## src/rtl/imem_loader_pkg.sv

```systemverilog
// rtl/imem_loader_pkg.sv - shared state type, length limits and constants for imem_loader
package imem_loader_pkg;

    typedef enum logic [2:0] {
        IDLE,
        LEN,
        DATA,
        CHK,
        CLEAR,
        DONE,
        ERR
    } loader_state_t;

    localparam int unsigned LEN_MIN   = 1;
    localparam int unsigned DEPTH_MAX = 256;
    localparam logic [31:0] ZERO_WORD = 32'h0000_0000;

    // A length byte is usable when it names at least one word and fits the memory.
    function automatic logic len_ok(input logic [7:0] n, input int unsigned depth);
        return (32'(n) >= LEN_MIN) && (32'(n) <= depth) && (depth <= DEPTH_MAX);
    endfunction

endpackage

```

## src/rtl/imem_loader_packer.sv

```systemverilog
// rtl/imem_loader_packer.sv - byte_packer: little-endian assembly of four accepted bytes into a word
module byte_packer (
    input  logic        clk,
    input  logic        reset_n,
    input  logic        clear_i,
    input  logic        byte_valid_i,
    input  logic [7:0]  byte_i,
    output logic        word_valid_o,
    output logic [31:0] word_o
);

    logic [1:0]  cnt_q, cnt_d;
    logic [23:0] sr_q,  sr_d;

    always_comb begin
        cnt_d = cnt_q;
        sr_d  = sr_q;
        if (clear_i) begin
            cnt_d = '0;
            sr_d  = '0;
        end else if (byte_valid_i) begin
            cnt_d = cnt_q + 2'd1;
            sr_d  = {byte_i, sr_q[23:8]};
        end
    end

    // The three buffered bytes plus the live fourth byte form the word, so it is ready on the accept.
    assign word_valid_o = byte_valid_i && !clear_i && (cnt_q == 2'd3);
    assign word_o       = {byte_i, sr_q};

    always_ff @(posedge clk or negedge reset_n) begin
        if (!reset_n) begin
            cnt_q <= '0;
            sr_q  <= '0;
        end else begin
            cnt_q <= cnt_d;
            sr_q  <= sr_d;
        end
    end

endmodule

```

## src/rtl/imem_loader.sv

```systemverilog
// rtl/imem_loader.sv - boot loader streaming an RV32I image into instruction memory
// Optional trailing XOR checksum byte enabled by defining IMEM_LOADER_CHECKSUM_EN.
module imem_loader
    import imem_loader_pkg::*;
#(
    parameter int DEPTH  = 32,
    parameter int ADDR_W = $clog2(DEPTH)
) (
    input  logic              clk,
    input  logic              reset_n,
    input  logic              start,
    input  logic              byte_valid,
    input  logic [7:0]        byte_data,
    output logic              byte_ready,
    output logic              mem_we,
    output logic [ADDR_W-1:0] mem_addr,
    output logic [31:0]       mem_wdata,
    output logic              cpu_reset,
    output logic              busy,
    output logic              done,
    output logic              error
);

    localparam int              IDX_W     = ADDR_W + 1;
    localparam logic [IDX_W-1:0] DEPTH_IDX = IDX_W'(DEPTH);
    localparam logic [IDX_W-1:0] ONE_IDX   = IDX_W'(1);

    loader_state_t     state_q, state_d;
    logic [IDX_W-1:0]  idx_q, idx_d;
    logic [IDX_W-1:0]  len_q, len_d;
    logic              we_q, we_d;
    logic [ADDR_W-1:0] addr_q, addr_d;
    logic [31:0]       wdata_q, wdata_d;
`ifdef IMEM_LOADER_CHECKSUM_EN
    logic [7:0]        csum_q, csum_d;
`endif

    logic              accept;
    logic              word_valid;
    logic [31:0]       word;

    assign byte_ready = (state_q == LEN) || (state_q == DATA) || (state_q == CHK);
    assign accept     = byte_valid && byte_ready;

    byte_packer u_packer (
        .clk          (clk),
        .reset_n      (reset_n),
        .clear_i      (state_q != DATA),
        .byte_valid_i (accept),
        .byte_i       (byte_data),
        .word_valid_o (word_valid),
        .word_o       (word)
    );

    always_comb begin
        state_d = state_q;
        idx_d   = idx_q;
        len_d   = len_q;
        we_d    = 1'b0;
        addr_d  = addr_q;
        wdata_d = wdata_q;
`ifdef IMEM_LOADER_CHECKSUM_EN
        csum_d  = csum_q;
`endif
        unique case (state_q)
            IDLE, DONE, ERR: begin
                if (start) state_d = LEN;
            end
            LEN: begin
`ifdef IMEM_LOADER_CHECKSUM_EN
                csum_d = '0;
`endif
                if (accept) begin
                    if (len_ok(byte_data, DEPTH)) begin
                        state_d = DATA;
                        idx_d   = '0;
                        len_d   = IDX_W'(byte_data);
                    end else begin
                        state_d = ERR;
                    end
                end
            end
            DATA: begin
`ifdef IMEM_LOADER_CHECKSUM_EN
                if (accept) csum_d = csum_q ^ byte_data;
`endif
                if (word_valid) begin
                    we_d    = 1'b1;
                    addr_d  = idx_q[ADDR_W-1:0];
                    wdata_d = word;
                    idx_d   = idx_q + ONE_IDX;
                    if (idx_q == len_q - ONE_IDX) begin
`ifdef IMEM_LOADER_CHECKSUM_EN
                        state_d = CHK;
`else
                        state_d = CLEAR;
`endif
                    end
                end
            end
            CHK: begin
`ifdef IMEM_LOADER_CHECKSUM_EN
                if (accept) state_d = (byte_data == csum_q) ? CLEAR : ERR;
`else
                state_d = ERR;
`endif
            end
            CLEAR: begin
                // A full image leaves nothing to zero; one idle CLEAR cycle keeps DONE timing uniform.
                if (idx_q == DEPTH_IDX) begin
                    state_d = DONE;
                end else begin
                    we_d    = 1'b1;
                    addr_d  = idx_q[ADDR_W-1:0];
                    wdata_d = ZERO_WORD;
                    idx_d   = idx_q + ONE_IDX;
                    if (idx_q == DEPTH_IDX - ONE_IDX) state_d = DONE;
                end
            end
            default: state_d = IDLE;
        endcase
    end

    always_ff @(posedge clk or negedge reset_n) begin
        if (!reset_n) begin
            state_q <= IDLE;
            idx_q   <= '0;
            len_q   <= '0;
            we_q    <= 1'b0;
            addr_q  <= '0;
            wdata_q <= '0;
`ifdef IMEM_LOADER_CHECKSUM_EN
            csum_q  <= '0;
`endif
        end else begin
            state_q <= state_d;
            idx_q   <= idx_d;
            len_q   <= len_d;
            we_q    <= we_d;
            addr_q  <= addr_d;
            wdata_q <= wdata_d;
`ifdef IMEM_LOADER_CHECKSUM_EN
            csum_q  <= csum_d;
`endif
        end
    end

    assign mem_we    = we_q;
    assign mem_addr  = addr_q;
    assign mem_wdata = wdata_q;
    assign busy      = (state_q == LEN) || (state_q == DATA) || (state_q == CHK) || (state_q == CLEAR);
    assign done      = (state_q == DONE);
    assign error     = (state_q == ERR);
    assign cpu_reset = (state_q != DONE);

endmodule

```

## config.mk

```make
export PLATFORM = sky130hd
export DESIGN_NAME = imem_loader
export DESIGN_NICKNAME = d
export VERILOG_FILES = /design/src/rtl/imem_loader_pkg.sv /design/src/rtl/imem_loader_packer.sv /design/src/rtl/imem_loader.sv
export SDC_FILE = /design/constraint.sdc
export NUM_CORES = 1
export LEC_CHECK = 0
export BUFFER_PORTS_ARGS = -buffer_cell sky130_fd_sc_hd__clkbuf_2
export CELL_PAD_IN_SITES_DETAIL_PLACEMENT = 0
export CELL_PAD_IN_SITES_GLOBAL_PLACEMENT = 2
export CORE_ASPECT_RATIO = 2
export CORE_MARGIN = 10
export CORE_UTILIZATION = 36
export CTS_CLUSTER_DIAMETER = 200
export DETAILED_ROUTE_END_ITERATION = 8
export GPL_TIMING_DRIVEN = 0
export HOLD_SLACK_MARGIN = 0.03
export PLACE_DENSITY_LB_ADDON = 0.2
export SLEW_MARGIN = 10
export SYNTH_ARGS = -nofsm -noshare
export SYNTH_HDL_FRONTEND = slang
export SYNTH_HIERARCHICAL = 1
export SYNTH_SLANG_ARGS = --single-unit
```

## constraint.sdc

```tcl
create_clock -name clk -period 3.3 [get_ports clk]
set_input_delay 0.66 -clock clk [delete_from_list [all_inputs] [get_ports clk]]
set_output_delay 0.66 -clock clk [all_outputs]
set_load 0.01 [all_outputs]
```

==> impl_results.md, run 1 <==
* Synth-to-Final Area Change at 21.1%
* Initial antenna violation count at 0
* Post-Syn Nets at ~400
* Startpoint type of the worst setup path: flop
* Lkg Pwr at 2.24 nW
* Fraction of layout instances using a drive strength above 1 at 0.230
* RSZ-0062 raised after global routing: false
* Die W at 92.5 um
* Arrival @ worst endpoint at roughly 3.3 ns
* FMAX at 329 MHz
* Clock power frac at 0.298
* Fillcell total at around 1,100
* Vias at roughly 2,900
* Flop pwr share at 0.345
* Run status: finished, final reports clean
* CTS buffer count at 9
* Min-Delay Path Class: input port to async pin
* Vias in the first global route at 3,054
* Post-synth EDFFs at 0
* Relative slew slack at 0.450
* Switching pwr at 1.31 mW
* CP Max Fanout at 10
* Post-layout util at 0.448
* Internal power at 2.32 mW
* Post-Syn Area per Cell at 9.77 sq um
* Num rows at 52
* Root Driver: clkbuf_16
* Wirelength per Cell at 17.6 um
* Number of diodes at 0
* CTS tree: built
* Ys async rst share at 1.00
* Postcts setup bufs at 0
* Die height at 165 um
* Synth Instances at 387
* Clk_lat worst skew at approximately 0.33 ns
* GRT Total Usage at 0.141
* MaxCap Viol Count at 0
* Measured slew at the worst slew-check pin at 0.824 ns
* # setup viols final at 0
* Pwr Density at 795 mW/mm^2
* Sw Ratio at 0.361
* Core area at between 0.01 and 0.015 sq mm
* TritonRoute pass-1 iters at 4
* Die Area at roughly 0.015 sq mm
* Clock Skews at 0.00590 ns
* DRC viols at 0
* Via density at 4.95
* Depth of the CTS H-tree at 3
* Data required time at the worst endpoint at roughly 3.5 ns
* Violation count after the first detailed-route iteration at roughly 120
* Crit. End Element: flop
* Count of cell types in the netlist at 48
* Nets at 468
* Final hold violation count at 0
* Period utilization at 0.922
* Starting Density at 0.370
* Yosys reg bits at 79
* Clock slew at reported path FFs at 0.06 ns
* Largest net degree at the start of global routing at ~50
* IO buf count at 54
* Gr ovfl total at 0
* Clock Sinks at approximately 80
* Routed Wire Length at 10,400 um
* Final slew viol count at 0
* Min cycle time layout at 3.04 ns
* Flop2flop setup slack at roughly 0.26 ns
* CTS max path bufs at 2
* Synth Warn # at 6
* Logic pwr share at 0.358
* Pwr Total at between 3 and 4 mW
* Post-Syn Area at 0.00378 sq mm
* RePlAce Congestion at 0.854
* Number of I/O pins at 55
* Post-synth top flop: dfrtp_1
* Critical path type: flop to flop
* Seq/Total Area, Yosys at 0.523
* Post-DRT Antenna Nets at 0
* Peak supply drop at 336 uV
* Post-detail-place hpwl at 7900 um
* First-pass GRT wire length at approximately 17,000 um
-- worst paths after layout --
kind / startpoint / endpoint / depth (start not counted)
worst max-delay path: state_q[2] / len_q[3] / 10
min in group clk: mem_wdata[26] / mem_wdata[26] / 2
worst min-delay path: reset_n / idx_q[2] / 1
worst min register to register: mem_wdata[26] / mem_wdata[26] / 2
max in group asynchronous: reset_n / u_packer/sr_q[18] / 2
worst max register to register: state_q[2] / len_q[3] / 10
-- critical path, cell delays in order, from the launching register on --
cell      delay, ns
dfrtp_1        0.44
clkbuf_1       0.26
nor3_1         0.34
buf_6          0.24
buf_12         0.16
nand2_1        0.05
nor2_1         0.14
and2_1         0.33
a21oi_1        0.25
nor3_4         0.34
mux2_2         0.37
-- power by group through the flow --
stage | sequential, mW | clock, mW | combinational (mW)
after floorplan | 1.26 | 0 | 0.901
after CTS | 1.26 | 1.11 | 1.33
final | 1.25 | 1.08 | 1.30
after global placement | 1.27 | 0 | 1.29
after detailed placement | 1.27 | 0 | 1.32
after global routing | 1.28 | 1.14 | 1.46
-- cell families (layout without fill, tap and decap cells) --
family,after synthesis,count (layout),synth area share
DFF,79,79,0.523
adders and majority gates,4,4,0.0132
buffers and inverters,44,114,0.0639
muxes,31,31,0.0841
and+or+nand+nor,186,186,0.230
AOI/OAI and AO/OA,36,36,0.0698
xor gates and xnor gates,7,7,0.0162
-- cell type report --
class                   instances  area (sq um)  area share
repair buffers                 55           300      0.0656
inverters                      13          48.8      0.0107
plain buffers                  30           190      0.0416
well taps                     135           169      0.0369
flip-flops and latches         79          1980       0.432
clock inverters                 5          81.3      0.0178
multi-input cells             264          1570       0.342
clock buffers                  11           243      0.0530
-- through the flow --
stage,area [sq um],setup slack (ns),hold WS (ns),setup TNS (ns),cells
6_report,4580,0.257,0.305,0,592
5_1_grt,4580,0.0536,0.332,0,592
4_1_cts,4580,0.0262,0.314,0,593
3_5_place_dp,4250,-0.116,0.456,-0.691,577
3_3_place_gp,4220,-0.0995,0.453,-0.588,576
2_1_floorplan,3780,0.662,0.364,0,387
-- cell usage in the layout, fill, tap and decap left out, types with 3 or more instances in the layout --
| master | netlist | final |
|---|---|---|
| clkbuf_16 | 0 | 9 |
| nand3_1 | 36 | 36 |
| a21oi_1 | 3 | 3 |
| a211o_1 | 3 | 3 |
| buf_2 | 5 | 5 |
| buf_4 | 8 | 8 |
| nand2_1 | 81 | 81 |
| nor3_1 | 6 | 6 |
| mux2_2 | 6 | 6 |
| ha_1 | 4 | 4 |
| mux2i_1 | 25 | 25 |
| o21ai_0 | 9 | 9 |
| or3_1 | 3 | 3 |
| a31oi_1 | 3 | 3 |
| clkbuf_2 | 0 | 54 |
| o41ai_1 | 4 | 4 |
| nand2b_1 | 5 | 5 |
| xnor2_1 | 5 | 5 |
| nor2_1 | 36 | 36 |
| inv_1 | 12 | 12 |
| and2_1 | 3 | 3 |
| clkbuf_1 | 15 | 14 |
| dfrtp_1 | 79 | 79 |
-- repair_timing --
item / CTS / global route
pin swaps: 0 / 1
hold endpoints to repair: 0 / 0
hold buffers: 0 / 0
setup endpoints to repair: 7 / 6
gates resized for setup: 2 / 0
-- state kept, by name, summed over array words and instances, names as in the netlist --
name,cells
u_packer/sr_q,24
len_q,6
mem_wdata,32
mem_addr,5
u_packer/cnt_q,2
state_q,3
mem_we,1
idx_q,6
-- cells in the mapped netlist (3+ instances only) --
library cell / instances / area share
o41ai_1: 4 / 0.0093
dfrtp_1: 79 / 0.52
buf_2: 5 / 0.0066
and2_1: 3 / 0.0050
mux2i_1: 25 / 0.066
clkbuf_1: 15 / 0.015
a21oi_1: 3 / 0.0040
nor3b_1: 3 / 0.0060
nor3_1: 6 / 0.0079
ha_1: 4 / 0.013
nand2_1: 81 / 0.080
mux2_2: 6 / 0.018
a31oi_1: 3 / 0.0050
buf_4: 8 / 0.016
or3_1: 3 / 0.0050
nor2_1: 36 / 0.036
nand3_1: 36 / 0.048
nand2b_1: 5 / 0.0083
inv_1: 12 / 0.012
o21ai_0: 9 / 0.012
xnor2_1: 5 / 0.012
a211o_1: 3 / 0.0070
-- per-layer routing --
layer | GRT usage | routed length, um | vias to the layer above
li1 | - | - | 1427
met4 | 0.0656 | 280 | 0
met1 | 0.148 | 3760 | 1424
met5 | 0 | 0 | -
met2 | 0.262 | 6000 | 67
met3 | 0.0268 | 351 | 15
Power figures use the tool's default switching activity.
==> run 2, diff against run 1 <==
--- a/config.mk
+++ b/config.mk
@@ -10,7 +10,7 @@
 export CELL_PAD_IN_SITES_GLOBAL_PLACEMENT = 2
 export CORE_ASPECT_RATIO = 2
 export CORE_MARGIN = 10
-export CORE_UTILIZATION = 36
+export CORE_UTILIZATION = 38
 export CTS_CLUSTER_DIAMETER = 200
 export DETAILED_ROUTE_END_ITERATION = 8
 export GPL_TIMING_DRIVEN = 0
==> constraint.sdc (replaced) <==
create_clock -name clk -period 3.86 [get_ports clk]
set_input_delay 0.772 -clock clk [delete_from_list [all_inputs] [get_ports clk]]
set_output_delay 0.772 -clock clk [all_outputs]
set_load 0.01 [all_outputs]
==> run 2 against run 1 <==
  * Clock skew decreased by 0.00055 ns
  * Clock-buffer cell count increased by 1
  * Hold slack improved by 0.072 ns
  * Sequential power decreased by 14%
  * Setup slack improved by 0.23 ns
  * Critical path depth unchanged
  * Core utilization increased by 1.9 points
  * Combinational power decreased by 15%
  * Highest routed layer unchanged
==> impl_results.md, run 2 (synthesis gave the netlist of run 1 again) <==
* Run status: finished, final reports clean (unchanged)
* Post-CTS sizing at 0 (was 2)
* Starting Density at 0.387 (was 0.370)
* Area after DPL at 0.00425 sq mm (about the same)
* Pre-CTS WS at 0.476 ns (was -0.116 ns)
* Startpoint type of the worst setup path: flop (unchanged)
* Commonest non-fill, non-tap cell in the layout: nand2_1 (unchanged)
* Core area at 0.00976 sq mm (was 0.0102 sq mm)
* Switching pwr at 1.09 mW (was 1.31 mW)
* CP Cell Sequence: nor3b_1 -> inv_1 -> buf_2 -> buf_2 -> nor2_1 -> and2_1 -> clkbuf_1 -> a21oi_1 -> nor3_4 -> mux2_2 (was clkbuf_1 -> nor3_1 -> buf_6 -> buf_12 -> nand2_1 -> nor2_1 -> and2_1 -> a21oi_1 -> nor3_4 -> mux2_2)
* Min cycle time layout at 3.37 ns (was 3.04 ns)
* FMAX at 296 MHz (was 329 MHz)
* Violation count after the first detailed-route iteration at 108 (was 115)
* Synth-to-Final Area Change at 20.6% (was 21.1%)
* TritonRoute pass-1 iters at 4 (unchanged)
* Routed Wire Length at 10,100 um (was 10,400 um)
* Clock Skews at 0.00535 ns (was 0.00590 ns)
* Finished Cell Area at 0.00456 sq mm (was 0.00458 sq mm)
* Wirelength per Cell at 17.1 um (was 17.6 um)
* First-pass GRT wire length at 16,300 um (was 16,700 um)
* Cell family with most CP delay: simple AND/OR/NAND/NOR gates (unchanged)
* # setup viols final at 0 (unchanged)
* Flop pwr share at 0.348 (was 0.345)
* CTS tree: built (unchanged)
* Data required time at the worst endpoint at 4.08 ns (was 3.52 ns)
* Number of diodes at 0 (unchanged)
* Postcts setup bufs at 0 (unchanged)
* Buf/Inv on CP at 4 (was 3)
* Measured slew at the worst slew-check pin at 0.786 ns (was 0.824 ns)
* Internal power at 1.98 mW (was 2.32 mW)
* CTS max path bufs at 2 (unchanged)
* RSZ-0062 raised after global routing: false (unchanged)
* Clock power frac at 0.294 (was 0.298)
* Post-detail-place hpwl at 7810 um (was 7900 um)
* Die height at 161 um (was 165 um)
* Number of I/O pins at 55 (unchanged)
* CP peak stage delay at 0.58 ns (was 0.44 ns)
* CP Max Fanout at 10 (unchanged)
* Die W at 90.5 um (was 92.5 um)
* Root Driver: clkbuf_16 (unchanged)
* Cts hold-fix bufs at 0 (unchanged)
* Final slew viol count at 0 (unchanged)
* Most frequent cells in the layout: nand2_1 (81), dfrtp_1 (79), clkbuf_2 (53) (was nand2_1 (81), dfrtp_1 (79), clkbuf_2 (54))
* Post-DRT Antenna Nets at 0 (unchanged)
* CTS buffer count at 9 (unchanged)
* Vias in the first global route at 3,060 (was 3,054)
* CP dominant cell by count: buf_2
* Via density at 4.93 (was 4.95)
* RePlAce Congestion at 0.836 (was 0.854)
* Logic pwr share at 0.358 (about the same)
* Fin Setup TNS at 0 ns (unchanged)
* Min-Delay Path Class: input port to async pin (unchanged)
* Initial antenna violation count at 0 (unchanged)
* IO buf count at 54 (unchanged)
* Lkg Pwr at 2.23 nW (was 2.24 nW)
* Crit. End Element: flop (unchanged)
* CP max stage cell: nor3b_1 (was dfrtp_1)
* Peak supply drop at 307 uV (was 336 uV)
* Nets at 469 (was 468)
* Depth of the CTS H-tree at 3 (unchanged)
* MaxCap Viol Count at 0 (unchanged)
* Die Area at 0.0146 sq mm (was 0.0152 sq mm)
* Clock Sinks at 79 (unchanged)
* Num rows at 51 (was 52)
* Period utilization at 0.874 (was 0.922)
* Fillcell total at 989 (was 1,057)
* Pwr Total at 3.08 mW (was 3.64 mW)
* Final hold violation count at 0 (unchanged)
* Arrival @ worst endpoint at 3.59 ns (was 3.26 ns)
* Setup WS post-layout at 0.485 ns (was 0.257 ns)
* Vias at 2,904 (was 2,933)
* Clk_lat worst skew at 0.34 ns (was 0.33 ns)
* DRC viols at 0 (unchanged)
* Fraction of layout instances using a drive strength above 1 at 0.221 (was 0.230)
* Gr ovfl total at 0 (unchanged)
* Sw Ratio at 0.356 (was 0.361)
* Clock slew at reported path FFs at 0.06 ns (about the same)
* GRT Total Usage at 0.143 (was 0.141)
* Critical path type: flop to flop (unchanged)
* Max reg flops at 32 (unchanged)
* Largest net degree at the start of global routing at 58 (was 51)
* Pwr Density at 675 mW/mm^2 (was 795 mW/mm^2)
* Relative slew slack at 0.476 (was 0.450)
run 2: cell count changes in the layout (fill, tap and decap cells not counted):
cell | previous run | this run
clkbuf_1 | 14 | 17
clkbuf_2 | 54 | 53
clkinv_2 | 1 | 0
clkinv_4 | 1 | 0
nor3b_1 | 2 | 3
nor3b_2 | 1 | 0
run 2: power by group through the flow:
stage | Sequential [mW] | Combinational (mW) | Clock [mW]
after floorplan | 1.08 | 0.770 | 0
after global placement | 1.08 | 1.10 | 0
after detailed placement | 1.09 | 1.12 | 0
after CTS | 1.07 | 1.12 | 0.929
after global routing | 1.10 | 1.23 | 0.962
final | 1.07 | 1.10 | 0.904
run 2: metal layers:
metal  vias to the layer above  global-route usage  part of all wire
li1                       1427                   -                 -
met1                      1413               0.145              0.36
met2                        43               0.263              0.58
met3                        21              0.0339             0.027
met4                         0              0.0757             0.033
met5                         -                   0                 0
run 2: per-stage QoR:
step	hold slack, ns	util	std cells
after floorplan	0.466	-	387
after global placement	0.453	0.432	573
after detailed placement	0.456	0.435	574
after CTS	0.380	0.467	589
after global routing	0.388	0.467	589
final	0.377	0.467	589
run 2: final cells by class:
type | instances | area [sq um] | share of cell area
Timing Repair Buffer | 55 | 300 | 0.0659
Inverter | 13 | 48.8 | 0.0107
Sequential cell | 79 | 1980 | 0.434
Buffer | 31 | 193 | 0.0423
Clock buffer | 12 | 246 | 0.0541
Clock inverter | 3 | 67.6 | 0.0148
Multi-Input combinational cell | 264 | 1560 | 0.342
Tap cell | 132 | 165 | 0.0362
run 2: final timing paths:
kind	depth (start not counted)	slack [ns]	end	start
hold reg to reg	2	0.46	mem_wdata[2]	mem_wdata[2]
setup reg to reg	10	0.49	len_q[2]	state_q[0]
min in group clk	2	0.46	mem_wdata[2]	mem_wdata[2]
hold / removal	1	0.38	mem_addr[0]	reset_n
max in group asynchronous	2	2.88	u_packer/sr_q[22]	reset_n
setup / recovery	10	0.49	len_q[2]	state_q[0]
run 2: worst reg2reg max path, cell delays in order, from the launching register on:
cell	delay, ns
dfrtp_1	0.43
nor3b_1	0.58
inv_1	0.14
buf_2	0.23
buf_2	0.22
nor2_1	0.18
and2_1	0.14
clkbuf_1	0.32
a21oi_1	0.27
nor3_4	0.37
mux2_2	0.38
